[config.mk]
export PLATFORM = sky130hd
export DESIGN_NAME = atto_bus_arbiter
export DESIGN_NICKNAME = d
export VERILOG_FILES = /design/src/rtl/atto_bus_arbiter.sv
export SDC_FILE = /design/constraint.sdc
export NUM_CORES = 1
export LEC_CHECK = 0
export CORE_MARGIN = 10
export CORE_UTILIZATION = 45
export CTS_CLUSTER_DIAMETER = 200
export DETAILED_ROUTE_END_ITERATION = 10
export PLACE_DENSITY = 0.91
export SYNTH_ARGS = -nofsm -noshare
export SYNTH_HDL_FRONTEND = slang
export SYNTH_SLANG_ARGS = --single-unit
[constraint.sdc]
create_clock -name clock -period 2.5 [get_ports clock]
set_input_delay 0.5 -clock clock [delete_from_list [all_inputs] [get_ports clock]]
set_output_delay 0.5 -clock clock [all_outputs]
set_load 0.01 [all_outputs]
[src/rtl/atto_bus_arbiter.sv]
// Two-master round-robin arbiter/sequencer for the attocore external memory bus.
// Grants in IDLE, holds the bus for WAIT_CYCLES+1 ACCESS cycles, then pulses ack in DONE.
module atto_bus_arbiter #(
  parameter int WAIT_CYCLES = 0,
  parameter int CNT_W       = 4
) (
  input  logic        clock,
  input  logic        reset,
  input  logic        m0_req,
  input  logic        m0_we,
  input  logic [15:0] m0_addr,
  input  logic [7:0]  m0_wdata,
  output logic        m0_ack,
  output logic [7:0]  m0_rdata,
  input  logic        m1_req,
  input  logic        m1_we,
  input  logic [15:0] m1_addr,
  input  logic [7:0]  m1_wdata,
  output logic        m1_ack,
  output logic [7:0]  m1_rdata,
  output logic [15:0] address_bus,
  output logic        data_dir,
  output logic [7:0]  data_out,
  output logic        data_oe,
  input  logic [7:0]  data_in,
  output logic        busy
);

  typedef enum logic [1:0] {
    IDLE   = 2'd0,
    ACCESS = 2'd1,
    DONE   = 2'd2
  } state_t;

  state_t           state;
  state_t           state_next;
  logic [CNT_W-1:0] count;
  logic             grant;
  logic             last_grant;
  logic             we_q;

  logic             any_req;
  logic             pick;
  logic             sel_we;
  logic [15:0]      sel_addr;
  logic [7:0]       sel_wdata;

  // On a tie the master that did not win last time is picked.
  always_comb begin
    any_req = m0_req | m1_req;
    pick    = 1'b0;
    if (m0_req && m1_req) begin
      pick = ~last_grant;
    end else if (m1_req) begin
      pick = 1'b1;
    end
    sel_we    = pick ? m1_we    : m0_we;
    sel_addr  = pick ? m1_addr  : m0_addr;
    sel_wdata = pick ? m1_wdata : m0_wdata;
  end

  always_ff @(posedge clock) begin
    if (reset) begin
      state <= IDLE;
    end else begin
      state <= state_next;
    end
  end

  always_comb begin
    state_next = state;
    busy       = 1'b0;
    case (state)
      IDLE: begin
        if (any_req) begin
          state_next = ACCESS;
        end
      end
      ACCESS: begin
        busy = 1'b1;
        if (count == '0) begin
          state_next = DONE;
        end
      end
      DONE: begin
        busy       = 1'b1;
        state_next = IDLE;
      end
      default: begin
        state_next = IDLE;
      end
    endcase
  end

  always_ff @(posedge clock) begin
    if (reset) begin
      count       <= '0;
      grant       <= 1'b0;
      last_grant  <= 1'b1;
      we_q        <= 1'b0;
      address_bus <= '0;
      data_dir    <= 1'b0;
      data_out    <= '0;
      data_oe     <= 1'b0;
      m0_ack      <= 1'b0;
      m1_ack      <= 1'b0;
      m0_rdata    <= '0;
      m1_rdata    <= '0;
    end else begin
      case (state)
        IDLE: begin
          if (any_req) begin
            grant       <= pick;
            we_q        <= sel_we;
            address_bus <= sel_addr;
            data_dir    <= ~sel_we;
            data_oe     <= sel_we;
            count       <= CNT_W'(WAIT_CYCLES);
            if (sel_we) begin
              data_out <= sel_wdata;
            end
          end else begin
            data_oe  <= 1'b0;
            data_dir <= 1'b0;
          end
        end
        ACCESS: begin
          if (count != '0) begin
            count <= count - 1'b1;
          end else begin
            // Final ACCESS edge: memory data is valid now, so capture and complete.
            if (!we_q) begin
              if (grant) begin
                m1_rdata <= data_in;
              end else begin
                m0_rdata <= data_in;
              end
            end
            if (grant) begin
              m1_ack <= 1'b1;
            end else begin
              m0_ack <= 1'b1;
            end
            last_grant <= grant;
          end
        end
        DONE: begin
          m0_ack   <= 1'b0;
          m1_ack   <= 1'b0;
          data_oe  <= 1'b0;
          data_dir <= 1'b0;
        end
        default: begin
          m0_ack <= 1'b0;
          m1_ack <= 1'b0;
        end
      endcase
    end
  end

endmodule

## Word level (Yosys, flattened, before mapping)

Cells that the tools add are included.

| cells by class | value |
|---|---|
| reduce and logical (&&, ||, !) cells | 16 |
| equality and inequality tests | 8 |
| multiplexer cells | 22 |
| bitwise operators | 7 |
| add/sub/neg operators | 1 |

Operators with widths:

| operator | number |
|---|---|
| 16-bit 2-to-1 mux | 1 |
| 2-bit inequality test (second input constant) | 6 |
| 3-bit AND reduction | 4 |
| 1-bit 2-to-1 mux | 10 |
| 4-bit 2-to-1 mux | 2 |
| 8-bit 2-to-1 mux | 1 |
| 1-bit case mux with 2 select lines | 4 |
| 4-bit case mux with 2 select lines | 1 |
| 4-bit AND reduction | 2 |
| 1-bit NOT | 6 |
| 2-bit AND reduction | 3 |
| 4-bit zero test | 1 |
| 2-bit 2-to-1 mux | 2 |
| 2-bit case mux with 2 select lines | 1 |
| 2-bit nonzero test | 2 |
| 4-bit nonzero test | 1 |
| 4-bit by 1-bit subtractor with 4-bit output (second input constant) | 1 |
| 2-bit by 1-bit == test with 1-bit output (second input constant) | 1 |
| 2-bit == test (second input constant) | 1 |
| 2-bit zero test | 1 |
| 2-bit OR reduction | 1 |
| 1-bit logical AND | 1 |
| 1-bit bitwise OR | 1 |

| word-level totals | value |
|---|---|
| output and inout bits | 45 |
| register bits | 53 |
| word-level logic and storage cells | 67 |
| bits of input ports | 62 |

## Logic depth before layout (Yosys ltp)

Gate-level depths: netlist of run 1.

| depth | value |
|---|---|
| depth in word-level cells | 6 |
| mapped depth | 8 |
| depth with buffers taken out | 6 |

## Least setup slack after synthesis of run 1

Ideal clock, no wire load.

| timing path | value |
|---|---|
| kind | register to register |
| start | reg state[1] |
| end | reg m1_rdata[0] |
| library setup time | 0.128 ns |
| stages on the path, launching flop included | 9 |
| arrival time | 1.468 ns |
| data required time | 2.372 ns |
| period minus slack after synthesis | 1.595 ns |
| path slack | 0.905 ns |
| buffers on the path | 2 |
| path through | dfxtp_1 -> inv_1 -> ha_1 -> buf_2 -> nand4bb_4 -> nor3b_1 -> buf_2 -> mux2i_1 -> nor2_1 |

| on the way | value |
|---|---|
| word-level cells in the longest chain between the ends | 2 |

RTL lines:

| element | line | text |
|---|---|---|
| start, declared | 35 | `state_t state;` |
| start signal, assigned | 66 | `state <= state_next;` |
| 2-bit by 1-bit == test with 1-bit output | 110 | `case (state)` |
| 4-bit AND reduction (no source line) | n/a |  |
| end signal, assigned | 134 | `m1_rdata <= data_in;` |
| end, declared | 20 | `output logic [7:0] m1_rdata,` |

Every way passes these cells.
A chain may end at the register's enable or synchronous reset.

## Worst setup path after layout of run 1

| timing path | value |
|---|---|
| start | reg state[0] |
| end | out busy |

| on the way | value |
|---|---|
| word-level cells in the longest chain between the ends | 3 |
| elaborated cells on any way between the ends | 4 |
| classes of those cells | eq/ne: 2; mux: 1; reduce/logical: 1 |

RTL lines:

| element | line | text |
|---|---|---|
| 2-bit by 1-bit == test with 1-bit output / 2-bit == test (equally long branches) | 73 | `case (state)` |
| 2-bit OR reduction (no source line) (*) | n/a |  |
| 1-bit 2-to-1 mux (*) | 73 |  |
| end, declared | 26 | `output logic busy` |

Mark *: on every way between the ends. The rest lies on a longest branch, timed or not.

==> results.tsv, run 1 <==
stage	metric	value	unit
run_status	status	complete, no violations	
sta	worst hold slack	463.2	ps
setup_path	Worst path slowest cell	clkdlybuf4s50_1	
pwr	leak pwr	1.307	nW
logic_synthesis	post-synthesis mux area share	0.1316	
global_route	largest net degree at the start of global routing	34	
pwr	PwrDens	919.2	nW/um2
clock_network	post_cts resized	0	
sta	Setup Skew	7.171	ps
detailed_routing	TritonRoute pass-1 iters	4	
placed_design	gpl congestion	0.8117	
sta	Slew Limit Fails	0	
setup_path	CP Class	flip-flop to primary output	
sta	worst-margin pin slew	543.6	ps
clock_network	Root Buffer	clkbuf_8	
clock_network	CTS Sinks	53	
clock_network	H-Tree Level Count	2	
logic_synthesis	synthesized area per cell	9.586	um2
setup_path	crit path capture type	primary output	
final_layout	layout cell share with drive strength beyond 1	0.08708	
logic_synthesis	#FFs+latches synth	53	
clock_network	Max clock buf depth	2	
logic_synthesis	Syn Inst Count	254	
sta	setup violators final	0	
logic_synthesis	share of the yosys chip area belonging to registers	0.4358	
detailed_routing	total wire length	7.144	mm
sta	RSZ-0062 raised after global routing	false	
job	max capacitance violation total	0	
setup_path	CP Max Fanout	3	
final_layout	most common cell after layout, fill and taps aside	clkdlybuf4s50_1	
logic_synthesis	number of synthesized flops with an enable pin	0	
logic_synthesis	yosys warns	0	
clock_network	Clock Pin Slew Worst Setup and Hold Paths	100	ps
die	row cnt	26	
clock_network	later-pin clock latency in the skew report	310	ps
detailed_routing	via count	2240	
die	IO Pins	107	
sta	Final WS setup	405.6	ps
detailed_routing	Initial DRC Count	67	
die	Die W	93.56	um
logic_synthesis	largest family of logic cells by synthesized area	compound AO/OA/AOI/OAI gates	
detailed_routing	Residual DRC	0	
final_layout	most frequent cells in the layout	clkdlybuf4s50_1, dfxtp_1, mux2i_1, nor2_1, nand2_1	
detailed_routing	DR WL/cell	16.77	um
sta	Rel. slew slack	0.6376	
logic_synthesis	Compound-Gate Fraction of Synth Area	0.1850	
logic_synthesis	adder-cell share of the synthesized area	0.02569	
logic_synthesis	Top FF cell, synth	dfxtp_1	
final_layout	synthesis-to-layout area growth	48.56	%
global_route	gr ovfl total	0	
placed_design	# port buffers	106	
final_layout	Final Util	0.6993	
placed_design	DP Worst Slack	254.3	ps
global_route	number of global-route vias before repair	2354	
min_path	Tightest Hold Check Type	flip-flop to flip-flop	
logic_synthesis	Synth Area in XOR/XNOR	0.007194	
setup_path	worst-path cell chain	inv_1 -> ha_1 -> clkdlybuf4s50_1	
global_route	first-pass GRT wire length	11.62	mm
die	Placeable Area	5172	um2
logic_synthesis	Synth async-reset ratio	0	
global_route	Tot GR Track Use	0.1658	
logic_synthesis	Post-Syn Nets	321	
logic_synthesis	Unique masters post-synth	39	
sta	FMAX	0.4775	GHz
logic_synthesis	simple-gate share of the synthesized area	0.1583	
sta	min Tclk post-route	2094	ps
die	initial core utilization	0.4707	
sta	Final period util	0.8377	
setup_path	Worst EP required	2000	ps
final_layout	Antenna diodes	0	
die	Vert. Die Dim	93.56	um
pwr	worst vdd ir	0.4544	mV
placed_design	HPWL after detailed placement	5.637	mm
final_layout	Reg area	1061	um2
final_layout	Filler Cell Count	403	
clock_network	TritonCTS clock tree	done	
logic_synthesis	Cell Area, Synth	2435	um2
sta	total negative slack	0	ps
final_layout	multi-input logic area	1244	um2
setup_path	Startpoint Class	flip-flop	
detailed_routing	ANT nets after route	0	
pwr	Design Power	3.325	mW
setup_path	crit path DAT	1590	ps
die	die area	8753	um2
global_route	initial antenna violation count	0	
final_layout	nets	422	
setup_path	max incr delay on CP	550	ps
clock_network	Post-CTS Setup Inserts	0	
detailed_routing	Via-to-Cell Ratio	5.258	
clock_network	CTS buffer count	5	
sta	Final Hold Viols	0	
clock_network	hold_buf cts	0	
-- final cells by class --
cell class | count | area share
clock buffer | 5 | 0.01902
clock inverter | 3 | 0.005880
inverter | 5 | 0.005189
multi-input combinational | 176 | 0.3438
sequential | 53 | 0.2933
tap | 70 | 0.02421
timing repair buffer | 114 | 0.3085
-- Yosys cell counts (all sizes together) (3+ instances only) --
| library cell | count | share of area |
|---|---|---|
| a21oi | 21 | 0.045 |
| dfxtp | 53 | 0.44 |
| a311oi | 8 | 0.049 |
| buf | 10 | 0.033 |
| ha | 5 | 0.026 |
| nand2b | 3 | 0.0077 |
| nor3b | 3 | 0.0092 |
| o21ai | 3 | 0.0062 |
| a211oi | 17 | 0.052 |
| nand2 | 22 | 0.034 |
| nor2 | 32 | 0.049 |
| inv | 5 | 0.0077 |
| nor3 | 4 | 0.0082 |
| a31oi | 3 | 0.0077 |
| clkbuf | 10 | 0.015 |
| mux2i | 32 | 0.13 |
-- power breakdown --
group	internal (mW)	total, mW	switching (mW)
combinational	0.807	1.62	0.816
clock	0.199	0.496	0.296
sequential	1.06	1.21	0.142
-- flip-flops by register name (all words and copies together), names as in the netlist --
name,flops
count,4
m0_rdata,8
data_oe,1
we_q,1
m1_ack,1
state,2
data_dir,1
address_bus,16
grant,1
last_grant,1
m1_rdata,8
data_out,8
m0_ack,1
-- worst paths after layout --
kind | startpoint | endpoint | slack, ps | depth (start not counted)
min | m0_rdata[4] | m0_rdata[4] | 460 | 2
min reg2reg | m0_rdata[4] | m0_rdata[4] | 460 | 2
max reg2reg | state[1] | m1_rdata[2] | 630 | 7
max | state[0] | busy | 410 | 3
-- worst max-delay path, delay by kind of cell, from the launching register on --
| family | cells | cell delay (ps) |
|---|---|---|
| flops | 1 | 380 |
| fa+ha+maj | 1 | 270 |
| buf+inv | 2 | 630 |
-- logic make-up (layout without fill, tap and decap cells) --
| group | Yosys count | after routing |
|---|---|---|
| buffers and inverters | 25 | 127 |
| multiplexers | 32 | 32 |
| AND/OR/NAND/NOR | 78 | 78 |
| flip-flops | 53 | 53 |
| adder cells (fa/ha/maj) | 5 | 5 |
| XOR/XNOR | 2 | 2 |
| AO/OA/AOI/OAI | 59 | 59 |
-- routing by layer --
layer  part of all wire  up-vias  routed length [um]  GRT usage
met5                  0        -                   0          0
met4              0.016        0                 114    0.04937
met3               0.13       11                 947     0.1007
met2               0.48       85                3404     0.2836
met1               0.37     1034                2678     0.1649
li1                   -     1110                   -          -
-- through the flow --
| stage | cells | area (um2) |
|---|---|---|
| CTS | 426 | 3617 |
| floorplan | 254 | 2435 |
| global placement | 418 | 3527 |
| finish | 426 | 3617 |
| detailed placement | 418 | 3527 |
| global route | 426 | 3617 |
No activity file was read; power rests on OpenSTA's default activity.
==> run 2: changes to the inputs <==
--- a/config.mk
+++ b/config.mk
@@ -6,10 +6,10 @@
 export NUM_CORES = 1
 export LEC_CHECK = 0
 export CORE_MARGIN = 10
-export CORE_UTILIZATION = 45
+export CORE_UTILIZATION = 42
 export CTS_CLUSTER_DIAMETER = 200
 export DETAILED_ROUTE_END_ITERATION = 10
-export PLACE_DENSITY = 0.91
+export PLACE_DENSITY = 0.86
 export SYNTH_ARGS = -nofsm -noshare
 export SYNTH_HDL_FRONTEND = slang
 export SYNTH_SLANG_ARGS = --single-unit
==> constraint.sdc (replaced) <==
create_clock -name clock -period 2 [get_ports clock]
set_input_delay 0.4 -clock clock [delete_from_list [all_inputs] [get_ports clock]]
set_output_delay 0.4 -clock clock [all_outputs]
set_load 0.01 [all_outputs]
==> results.tsv, run 2 (synthesized netlist as in run 1, its figures left out) <==
stage	metric	value	unit	change
sta	worst-margin pin slew	445.6	ps	-98.03 ps
clock_network	H-Tree Level Count	2		unchanged
global_route	initial antenna violation count	0		unchanged
final_layout	Antenna diodes	0		unchanged
setup_path	crit path capture type	primary output		
detailed_routing	DR WL/cell	15.74	um	-6.2%
clock_network	CTS buffer count	5		unchanged
setup_path	crit path DAT	1360	ps	-230 ps
final_layout	most frequent cells in the layout	clkdlybuf4s50_1, dfxtp_1, mux2i_1, nor2_1, nand2_1		
setup_path	CP Launch Point	state[0]		
global_route	M3 GR Usage	0.08949		-0.01123
global_route	met2 usage	0.2444		-0.03925
sta	Rel. slew slack	0.7029		+0.06535
global_route	GRT met1 Usage	0.1612		-0.003741
global_route	first-pass GRT wire length	11.03	mm	-5.1%
die	row cnt	27		+3.8%
global_route	largest net degree at the start of global routing	33		-2.9%
clock_network	Clock Pin Slew Worst Setup and Hold Paths	90	ps	about the same
sta	total negative slack	0	ps	unchanged
setup_path	RR Startpoint	state[0]		
die	die area	9243	um2	+5.6%
detailed_routing	Via-to-Cell Ratio	5.081		-3.4%
pwr	worst vdd ir	0.7488	mV	+65%
min_path	Tightest Hold Check Type	flip-flop to flip-flop		
sta	Final WS setup	242.8	ps	-162.9 ps
global_route	Tot GR Track Use	0.1510		-0.01483
die	IO Pins	107		unchanged
final_layout	multi-input logic area	1246	um2	+0.20%
die	Placeable Area	5574	um2	+7.8%
setup_path	reg-to-reg endpoint	count[0]		
pwr	leak pwr	1.354	nW	+3.6%
clock_network	TritonCTS clock tree	done		
clock_network	later-pin clock latency in the skew report	310	ps	about the same
final_layout	nets	426		+0.95%
setup_path	R2R depth	6		-1
sta	min Tclk post-route	1757	ps	
job	max capacitance violation total	0		unchanged
setup_path	Worst EP required	1600	ps	-400 ps
die	Die W	96.14	um	+2.8%
sta	RSZ-0062 raised after global routing	false		
sta	Final Hold Viols	0		unchanged
clock_network	Post-CTS Setup Inserts	0		unchanged
detailed_routing	Residual DRC	0		unchanged
setup_path	CP Max Fanout	3		unchanged
placed_design	Placed Cells	424		+1.4%
placed_design	# port buffers	106		unchanged
sta	setup violators final	0		unchanged
placed_design	gpl congestion	0.8392		+3.4%
detailed_routing	total wire length	6.798	mm	-4.8%
sta	Slew Limit Fails	0		unchanged
final_layout	Reg area	1061	um2	unchanged
placed_design	DP Worst Slack	-7.036	ps	-261.4 ps
setup_path	CP Class	flip-flop to primary output		
detailed_routing	Initial DRC Count	130		+94%
setup_path	Startpoint Class	flip-flop		
sta	worst hold slack	457.8	ps	-5.372 ps
detailed_routing	via count	2195		-2.0%
final_layout	Largest register FFs	16		unchanged
sta	FMAX	0.5691	GHz	
detailed_routing	ANT nets after route	0		unchanged
clock_network	CTS Sinks	53		unchanged
pwr	Design Power	4.320	mW	+30%
sta	Final period util	0.8786		
die	initial core utilization	0.4368		-0.03392
global_route	GRT busiest layer	met2		
final_layout	Non-Filler Instances	432		+1.4%
setup_path	worst-path cell chain	inv_1 -> ha_1 -> dlygate4sd2_1		
final_layout	most common cell after layout, fill and taps aside	clkdlybuf4s50_1		
detailed_routing	TritonRoute pass-1 iters	4		unchanged
setup_path	worst setup path end	busy		
pwr	PwrDens	1163	nW/um2	+27%
sta	Setup Skew	5.882	ps	-1.290 ps
final_layout	layout cell share with drive strength beyond 1	0.09722		+0.01014
final_layout	Filler Cell Count	442		+9.7%
setup_path	Worst path slowest cell	dfxtp_1		
final_layout	Reg with most FFs	address_bus		
final_layout	synthesis-to-layout area growth	52.57	%	
clock_network	hold_buf cts	0		unchanged
global_route	gr ovfl total	0		unchanged
run_status	status	complete, no violations		
placed_design	HPWL after detailed placement	5.470	mm	-3.0%
setup_path	setup slack, reg-to-reg	240	ps	-390 ps
clock_network	Root Buffer	clkbuf_8		
global_route	number of global-route vias before repair	2305		-2.1%
die	Vert. Die Dim	96.14	um	+2.8%
setup_path	max incr delay on CP	370	ps	-180 ps
clock_network	Max clock buf depth	2		unchanged
run 2: cell types whose count changed in the layout (fill, tap and decap cells not counted), sizes merged:
cell,before,now
bufinv,0,1
inv,6,5
clkinvlp,1,0
buf,9,13
clkdlybuf4s50,105,104
clkbuf,5,7
clkinv,1,0
dlygate4sd2,0,1
run 2: worst min path at each step:
stage | from | end | cells past startpoint
6_report | m0_rdata[5] | m0_rdata[5] | 2
5_1_grt | m0_rdata[2] | m0_rdata[2] | 2
4_1_cts | m0_rdata[5] | m0_rdata[5] | 2
3_5_place_dp | m0_rdata[5] | m0_rdata[5] | 2
3_3_place_gp | m0_rdata[7] | m0_rdata[7] | 2
2_1_floorplan | we_q | we_q | 2
run 2: critical path, delay by kind of cell (launching register included):
family / cells / cell delay, ps
flip-flops: 1 / 370
adder cells (fa/ha/maj): 1 / 310
buffers and inverters: 2 / 360
run 2: layout make-up:
class / instances / area share
clock buffers: 7 / 0.02324
flip-flops and latches: 53 / 0.2856
multi-input cells: 176 / 0.3355
repair buffers: 118 / 0.3183
clock inverters: 1 / 0.008084
well taps: 72 / 0.02425
inverters: 5 / 0.005052
run 2: through the flow:
stage	instance area, um2	util
after floorplan	2435	-
after global placement	3597	0.6453
after detailed placement	3597	0.6453
after CTS	3712	0.6660
after global routing	3715	0.6664
final	3715	0.6664
run 2: per-layer routing:
layer / routed length (um) / vias up
met5: 0 / -
met4: 113 / 0
met3: 928 / 10
met2: 3004 / 95
met1: 2751 / 978
li1: - / 1112
run 2: what timing repair did:
action,4_1_cts,5_1_grt
resized for setup,1,1
endpoints found under the setup margin,1,8
hold endpoints to repair,0,0
pin swaps,0,0
run 2: power breakdown:
part | internal (mW) | leakage (nW) | switching [mW]
clock | 0.408 | 0.0585 | 0.333
sequential | 1.33 | 0.435 | 0.173
combinational | 1.06 | 0.861 | 1.02
==> run 3: changes to the inputs <==
--- a/config.mk
+++ b/config.mk
@@ -6,10 +6,10 @@
 export NUM_CORES = 1
 export LEC_CHECK = 0
 export CORE_MARGIN = 10
-export CORE_UTILIZATION = 42
+export CORE_UTILIZATION = 36
 export CTS_CLUSTER_DIAMETER = 200
 export DETAILED_ROUTE_END_ITERATION = 10
-export PLACE_DENSITY = 0.86
+export PLACE_DENSITY = 0.76
 export SYNTH_ARGS = -nofsm -noshare
 export SYNTH_HDL_FRONTEND = slang
 export SYNTH_SLANG_ARGS = --single-unit
==> results.tsv, run 3 (synthesized netlist as in run 1, its figures left out) <==
stage	metric	value	unit	change
sta	Final period util	0.8908		+0.01216
run_status	status	complete, no violations		
final_layout	layout cell share with drive strength beyond 1	0.09444		-0.002778
sta	RSZ-0062 raised after global routing	false		
sta	FMAX	0.5613	GHz	-1.4%
final_layout	synthesis-to-layout area growth	52.72	%	
clock_network	TritonCTS clock tree	done		
final_layout	Antenna diodes	0		unchanged
clock_network	Max clock buf depth	2		unchanged
clock_network	later-pin clock latency in the skew report	310	ps	about the same
detailed_routing	ANT nets after route	0		unchanged
placed_design	DP Worst Slack	-8.670	ps	-1.634 ps
sta	Final WS setup	218.5	ps	-24.32 ps
sta	setup violators final	0		unchanged
setup_path	crit path capture type	flip-flop		
clock_network	CTS Sinks	53		unchanged
die	IO Pins	107		unchanged
clock_network	CTS buffer count	5		unchanged
detailed_routing	via count	2197		+0.091%
setup_path	CP Class	flip-flop to flip-flop		
detailed_routing	Initial DRC Count	97		-25%
pwr	leak pwr	1.356	nW	+0.12%
setup_path	Worst EP required	2210	ps	+610 ps
min_path	Tightest Hold Check Type	flip-flop to flip-flop		
placed_design	gpl congestion	0.8597		+2.4%
final_layout	Largest register FFs	16		unchanged
sta	Final Hold Viols	0		unchanged
placed_design	Placed Cells	429		+1.2%
detailed_routing	WL met1	2.767	mm	+0.58%
detailed_routing	wire length on met2	2.992	mm	-0.40%
global_route	number of global-route vias before repair	2237		-3.0%
die	Placeable Area	6459	um2	+16%
clock_network	Root Buffer	clkbuf_8		
die	Vert. Die Dim	102.2	um	+6.3%
detailed_routing	Via-to-Cell Ratio	5.027		-1.1%
setup_path	CP Max Fanout	25		+22
final_layout	Final Util	0.5757		-0.09070
clock_network	H-Tree Level Count	2		unchanged
final_layout	nets	426		unchanged
global_route	Tot GR Track Use	0.1298		-0.02117
final_layout	Non-Filler Instances	437		+1.2%
sta	worst-margin pin slew	473.1	ps	+27.46 ps
job	max capacitance violation total	0		unchanged
die	initial core utilization	0.3770		-0.05983
pwr	PwrDens	1160	nW/um2	-0.28%
detailed_routing	Max Used Layer	met4		
sta	Slew Limit Fails	0		unchanged
placed_design	HPWL after detailed placement	5.442	mm	-0.51%
sta	Setup Skew	6.413	ps	+0.5312 ps
final_layout	Filler Cell Count	591		+34%
clock_network	Clock Pin Slew Worst Setup and Hold Paths	90	ps	about the same
pwr	worst vdd ir	0.6585	mV	-12%
detailed_routing	met3 wire length	935	um	+0.75%
global_route	largest net degree at the start of global routing	33		unchanged
final_layout	Reg with most FFs	address_bus		
sta	Rel. slew slack	0.6846		-0.01831
sta	min Tclk post-route	1782	ps	+24.32 ps
sta	total negative slack	0	ps	unchanged
global_route	initial antenna violation count	0		unchanged
setup_path	Startpoint Class	flip-flop		
pwr	Design Power	4.312	mW	-0.18%
detailed_routing	total wire length	6.766	mm	-0.47%
die	Die W	102.2	um	+6.3%
global_route	gr ovfl total	0		unchanged
die	row cnt	29		+7.4%
global_route	first-pass GRT wire length	10.76	mm	-2.4%
die	die area	10450	um2	+13%
detailed_routing	TritonRoute pass-1 iters	4		unchanged
detailed_routing	Residual DRC	0		unchanged
placed_design	# port buffers	106		unchanged
setup_path	crit path DAT	1990	ps	+630 ps
detailed_routing	DR WL/cell	15.48	um	-1.6%
final_layout	most frequent cells in the layout	clkdlybuf4s50_1, dfxtp_1, mux2i_1, nor2_1, nand2_1		
final_layout	most common cell after layout, fill and taps aside	clkdlybuf4s50_1		
run 3: cell counts in the layout (fill, tap and decap cells not counted):
No cell type changed its count.
run 3: layout make-up:
type | count | area, um2 | share of cell area
flip-flops and latches | 53 | 1061 | 0.2853
clock inverters | 1 | 30.03 | 0.008075
well taps | 77 | 96.34 | 0.02591
repair buffers | 118 | 1182 | 0.3180
inverters | 5 | 18.77 | 0.005047
clock buffers | 7 | 86.33 | 0.02322
multi-input cells | 176 | 1244 | 0.3345
run 3: critical path, cell delays in order (launching register included):
cell and delay, ps:
dfxtp_1 340, inv_1 80, ha_1 250, buf_4 340, nor2_1 130, nor4_1 330, xnor2_1 160, nor2_1 50
run 3: what timing repair did:
item	CTS	global route
hold buffers	0	0
buffers inserted	0	0
gates resized for setup	1	0
setup endpoints to repair	1	0
run 3: power by group:
part | internal [mW] | total (mW) | leakage, nW | switching (mW)
registers | 1.33 | 1.50 | 0.435 | 0.173
logic | 1.05 | 2.06 | 0.862 | 1.01
clock network | 0.408 | 0.755 | 0.0585 | 0.347
total | 2.78 | 4.31 | 1.36 | 1.53
run 3: metrics by stage:
stage / cell area (um2) / hold slack (ps)
detailed placement: 3603 / 452.7
CTS: 3719 / 465.2
global placement: 3603 / 442.7
global route: 3719 / 483.5
floorplan: 2435 / 458.8
finish: 3719 / 460.4
run 3: path summary, 6_finish.rpt:
kind,from,to,slack [ps],cells past startpoint
worst min-delay path,m0_rdata[0],m0_rdata[0],460,2
worst max register to register,state[1],count[3],220,7
worst max-delay path,state[1],count[3],220,7
worst min register to register,m0_rdata[0],m0_rdata[0],460,2
run 3: layer usage:
metal  vias up  track usage
met5         -            0
met4         0      0.03254
met3         8      0.08367
met2        91       0.2128
met1       981       0.1365
li1       1117            -
